## config.mk

```make
export PLATFORM = sky130hd
export DESIGN_NAME = request_collector_flat
export DESIGN_NICKNAME = d
export VERILOG_FILES = /design/src/rtl/grant_if.sv /design/src/rtl/request_collector.sv /design/src/flat_wrapper.sv
export SDC_FILE = /design/constraint.sdc
export NUM_CORES = 1
export LEC_CHECK = 0
export ABC_AREA = 1
export CAP_MARGIN = 20
export CORE_UTILIZATION = 50
export DETAILED_ROUTE_END_ITERATION = 10
export PLACE_DENSITY = 0.82
export SYNTH_ARGS = -nofsm -noshare
export SYNTH_HDL_FRONTEND = slang
export SYNTH_SLANG_ARGS = --single-unit
export TNS_END_PERCENT = 10
```

## constraint.sdc

```tcl
create_clock -name clk -period 6.94 [get_ports clk]
set_clock_uncertainty 0.2 [all_clocks]
set_input_delay 1.388 -clock clk [delete_from_list [all_inputs] [get_ports clk]]
set_output_delay 1.388 -clock clk [all_outputs]
set_load 0.05 [all_outputs]
```

## src/rtl/grant_if.sv

```systemverilog
// Grant handshake between the request collector and its consumer.
// The collector drives valid/id; the consumer drives ready.
interface grant_if;
   logic       grant_valid;
   logic [3:0] grant_id;
   logic       grant_ready;

   modport master (
      output grant_valid,
      output grant_id,
      input  grant_ready
   );

   modport slave (
      input  grant_valid,
      input  grant_id,
      output grant_ready
   );
endinterface

```

## src/rtl/request_collector.sv

```systemverilog
// Sticky 16-bit pending register wrapped around an external priority encoder.
// Offers one winning request ID at a time over a valid/ready handshake.
module request_collector #(
   parameter int unsigned CNT_W = 8
) (
   input  logic             clk,
   input  logic             rst,
   input  logic [7:0]       req_a,
   input  logic [7:0]       req_b,
   output logic [7:0]       pend_a,
   output logic [7:0]       pend_b,
   input  logic [3:0]       enc_address,
   input  logic             enc_valid,
   grant_if.master          grant,
   output logic [4:0]       pending_count,
   output logic [CNT_W-1:0] coalesced,
   output logic             enc_error
);

   localparam logic [0:0] ST_IDLE  = 1'b0;
   localparam logic [0:0] ST_OFFER = 1'b1;

   // Sum must hold the counter plus up to 16 hits without wrapping.
   localparam int unsigned SUM_W = ((CNT_W > 5) ? CNT_W : 5) + 1;
   localparam logic [SUM_W-1:0] CNT_MAX = {{(SUM_W-CNT_W){1'b0}}, {CNT_W{1'b1}}};

   logic [0:0]       state_q, state_d;
   logic [15:0]      p_q, p_d;
   logic [3:0]       grant_id_q, grant_id_d;
   logic [CNT_W-1:0] coalesced_q, coalesced_d;
   logic             enc_error_q, enc_error_d;

   logic [15:0]      req;
   logic [15:0]      clr_mask;
   logic             accept;
   logic [4:0]       hits;
   logic [4:0]       pop;
   logic [SUM_W-1:0] sum;

   // NOTE: every variable gets a default at the top of always_comb so no
   // path leaves it unassigned, which would otherwise infer a latch.
   always_comb begin
      req      = {req_a, req_b};
      accept   = (state_q == ST_OFFER) && grant.grant_ready;
      clr_mask = '0;
      if (accept) clr_mask[grant_id_q] = 1'b1;

      // A new request on the same edge as its clear wins, keeping the event.
      p_d = (p_q & ~clr_mask) | req;

      hits = '0;
      pop  = '0;
      for (int i = 0; i < 16; i++) begin
         hits = hits + 5'(req[i] & p_q[i] & ~clr_mask[i]);
         pop  = pop + 5'(p_q[i]);
      end

      sum         = SUM_W'(coalesced_q) + SUM_W'(hits);
      coalesced_d = (sum > CNT_MAX) ? {CNT_W{1'b1}} : sum[CNT_W-1:0];
   end

   always_comb begin
      state_d     = state_q;
      grant_id_d  = grant_id_q;
      enc_error_d = enc_error_q;
      case (state_q)
         ST_IDLE: begin
            if (enc_valid) begin
               if (p_q[enc_address]) begin
                  grant_id_d = enc_address;
                  state_d    = ST_OFFER;
               end else begin
                  enc_error_d = 1'b1;
               end
            end
         end
         ST_OFFER: begin
            if (accept) state_d = ST_IDLE;
         end
         default: state_d = ST_IDLE;
      endcase
   end

   // NOTE: sequential state uses non-blocking assignments so every flop
   // samples pre-edge values regardless of statement order.
   always_ff @(posedge clk) begin
      if (rst) begin
         state_q     <= ST_IDLE;
         p_q         <= '0;
         grant_id_q  <= '0;
         coalesced_q <= '0;
         enc_error_q <= 1'b0;
      end else begin
         state_q     <= state_d;
         p_q         <= p_d;
         grant_id_q  <= grant_id_d;
         coalesced_q <= coalesced_d;
         enc_error_q <= enc_error_d;
      end
   end

   assign pend_a            = p_q[15:8];
   assign pend_b            = p_q[7:0];
   assign pending_count     = pop;
   assign coalesced         = coalesced_q;
   assign enc_error         = enc_error_q;
   assign grant.grant_valid = (state_q == ST_OFFER);
   assign grant.grant_id    = grant_id_q;

endmodule

```

## src/flat_wrapper.sv

```systemverilog
// flat-port wrapper written by rule: the top's interface ports become plain ports
module request_collector_flat 
#(
   parameter int unsigned CNT_W = 8
)
  (clk, rst, req_a, req_b, pend_a, pend_b, enc_address, enc_valid, pending_count, coalesced, enc_error, grant_grant_valid, grant_grant_id, grant_grant_ready);
  grant_if grant_i ();
  input  logic clk;
  input  logic rst;
  input  logic [7:0] req_a;
  input  logic [7:0] req_b;
  output logic [7:0] pend_a;
  output logic [7:0] pend_b;
  input  logic [3:0] enc_address;
  input  logic enc_valid;
  output logic [4:0] pending_count;
  output logic [CNT_W-1:0] coalesced;
  output logic enc_error;
  output wire logic [$bits(grant_i.grant_valid)-1:0] grant_grant_valid;
  output wire logic [$bits(grant_i.grant_id)-1:0] grant_grant_id;
  input wire logic [$bits(grant_i.grant_ready)-1:0] grant_grant_ready;
  assign grant_grant_valid = grant_i.grant_valid;
  assign grant_grant_id = grant_i.grant_id;
  assign grant_i.grant_ready = grant_grant_ready;
  request_collector #(.CNT_W(CNT_W)) u_core (.clk(clk), .rst(rst), .req_a(req_a), .req_b(req_b), .pend_a(pend_a), .pend_b(pend_b), .enc_address(enc_address), .enc_valid(enc_valid), .grant(grant_i), .pending_count(pending_count), .coalesced(coalesced), .enc_error(enc_error));
endmodule
```

==> metrics.txt <==
status=finished, violations left; failing checks=DRC; #FFs+latches synth=30; cts repair resizes=0; grt ovf=0; worst hold slack=0.2487 ns; fin crit period=6.657 ns; CP max FO=5; Power Dens Cells=319.6 nW/um^2; ant diodes=0; port bufs=58; routed via count=2258; maximum buffer depth of the clock tree=2; Setup Viol. Count Final=0; EDFF count, synth=0; CTS Hold Bufs=0; Startpoint Class=input pin; fill count=391; Compound-Gate Fraction of Synth Area=7.789%; initial antenna violation count=0; P_int=503.8 uW; clock-pin transition on the worst setup and hold timing paths=0.06 ns; final worst slack=0.2828 ns; Clock power frac=14.6%; # DRC=5; Syn Std Cell Area=2377 sq um; WS Path Type=in -> reg; post-synth net total=379; setup TNS=0 ns; post-DR wirelength/cell=13.12 um; Yosys cell types=29; Placer Congestion=0.8985; Clock H-tree levels=2; sequential fraction of the synthesis area=25.26%; Gate power share=63.7%; dominant synthesized flop cell=dfxtp_1; Die X=70.96 um; Slew HR=41.68%; first-pass GRT wire length=9625 um; Mean Syn Cell Area=7.476 sq um; largest net degree at the start of global routing=22; unrepaired setup endpoints after global routing=false; VDD IR max=0.3009 mV; vias in the first global route=2212; Max Fclk=150.2 MHz; Final #Nets=441; slew at the pin closest to its max-slew limit=0.8720 ns; crit path DAT=6.68 ns; core area=4474 sq um; Die ar.=5035 sq um; main combinational cell family by area after synthesis=simple AND/OR/NAND/NOR gates; Die Ht=70.96 um; Synth Area in Simple Gates=27.00%; Placed Cells=425; min-delay worst type=reg -> reg; Overall Global Routing Usage=24.48%; via/cell ratio=5.215; setup bufs post-CTS=0; Place WS=0.02779 ns; most frequent cells in the layout=inv_1, clkdlybuf4s50_1, nand2_1; # clock sinks=30; initial core utilization=53.13%; LEAKAGE=0.001505 uW; most common cell after layout, fill and taps aside=inv_1; post-synthesis adder-cell area fraction=26.11%; Detailed Route WL=5682 um; Max-cap violations=0; period utilisation layout=95.93%; drt initial violations=96; Switch Pwr=485.5 uW; worst-skew pair later-pin latency=0.27 ns; asr flop ratio synth=0%; Non-Filler Instances=433; sw frac=49.08%; proportion of layout cells with a drive suffix above 1=5.512%; ANT nets after route=0; TritonCTS clock tree=done; Fin. Hold Viols=0; XOR/XNOR Fraction of Synth Area=2.211%; final max-slew violation count=0; Cells after Synth=318; yosys warns=0; root buffer cell=clkbuf_8; TritonCTS Buffers=5; mux contribution to synthesized area=0%; Synth-to-Final Area Change=30.21%; Final HPWL DP=4707 um; row count=24; WP data required=6.96 ns; # IOs=59; CP Capture Type=register; Pre-antenna DRT Iters=7; share of power burned in registers=21.7%
## power by group through the flow
stage / logic, uW / clock network, uW / registers [uW]
floorplan: 399 / 0 / 284
global placement: 616 / 0 / 218
detailed placement: 632 / 0 / 218
CTS: 635 / 147 / 215
global route: 702 / 153 / 218
finish: 630 / 144 / 215
## synth_stat cells (4+ instances only)
| cell | number | share of area, % |
|---|---|---|
| nor3_1 | 4 | 0.84 |
| nor2_1 | 30 | 4.7 |
| inv_1 | 65 | 10 |
| xor2_1 | 5 | 1.8 |
| nand2_2 | 4 | 1.1 |
| nand3_1 | 46 | 9.7 |
| fa_1 | 21 | 18 |
| nand2_1 | 48 | 7.6 |
| ha_1 | 16 | 8.4 |
| a21oi_1 | 25 | 5.3 |
| dfxtp_1 | 30 | 25 |
## through the flow
stage,instance area (sq um),utilization (%),power [uW]
detailed placement,3004,67.14,850.1
finish,3095,69.18,989.3
CTS,3095,69.18,996.5
floorplan,2377,-,682.6
global route,3095,69.18,1072
global placement,3004,67.14,834.0
## metal layers
| metal | track usage, % | vias up | share of wire [%] |
|---|---|---|---|
| met5 | 0 | - | 0 |
| met4 | 8.444 | 0 | 1.1 |
| met3 | 4.274 | 8 | 4.7 |
| met2 | 44.02 | 66 | 51 |
| met1 | 29.49 | 1066 | 43 |
| li1 | - | 1118 | - |
## path summary, 6_finish.rpt
kind | startpoint | endpoint | slack [ns] | cells after the start
setup / recovery | grant_grant_ready | u_core.coalesced[2] | 0.28 | 25
setup reg to reg | u_core.grant.grant_id[3] | u_core.coalesced[2] | 1.41 | 24
hold reg to reg | u_core.enc_error | u_core.enc_error | 0.25 | 2
hold / removal | u_core.enc_error | u_core.enc_error | 0.25 | 2
## critical path, stage by stage
cell and delay (ns):
clkdlybuf4s50_1 0.47, nand2_2 0.08, nor3_1 0.34, nand3_1 0.18
nand3_1 0.14, fa_1 0.40, inv_1 0.09, fa_1 0.42
inv_1 0.08, fa_1 0.44, fa_1 0.55, inv_1 0.04
ha_1 0.22, fa_1 0.51, inv_1 0.06, fa_1 0.43
nor2_2 0.14, nand2_1 0.08, nand2_2 0.10, a21oi_4 0.08
nor2_4 0.10, nand2_2 0.10, o21ai_1 0.10, nand2_1 0.07
inv_1 0.05
## logic make-up (layout without fill, tap and decap cells)
family,Yosys count,after routing
AO/OA/AOI/OAI,33,33
adder cells (fa/ha/maj),37,37
AND/OR/NAND/NOR,141,141
flip-flops,30,30
XOR/XNOR,6,6
buffers and inverters,71,134
## sequential cells by signal, indices dropped and copies added, names as in the netlist
signal                    flops
u_core.enc_error              1
u_core.grant.grant_id         4
u_core.grant.grant_valid      1
u_core.p_q                   16
u_core.coalesced              8
## layout make-up
cell class | instances | area, sq um | area share [%]
Multi-Input combinational cell | 217 | 1500 | 48.46
Inverter | 68 | 257.7 | 8.327
Sequential cell | 30 | 600.6 | 19.40
Clock buffer | 7 | 86.33 | 2.789
Tap cell | 52 | 65.06 | 2.102
Timing Repair Buffer | 58 | 580.6 | 18.76
Clock inverter | 1 | 5.005 | 0.1617
No activity file was read; power rests on OpenSTA's default activity.
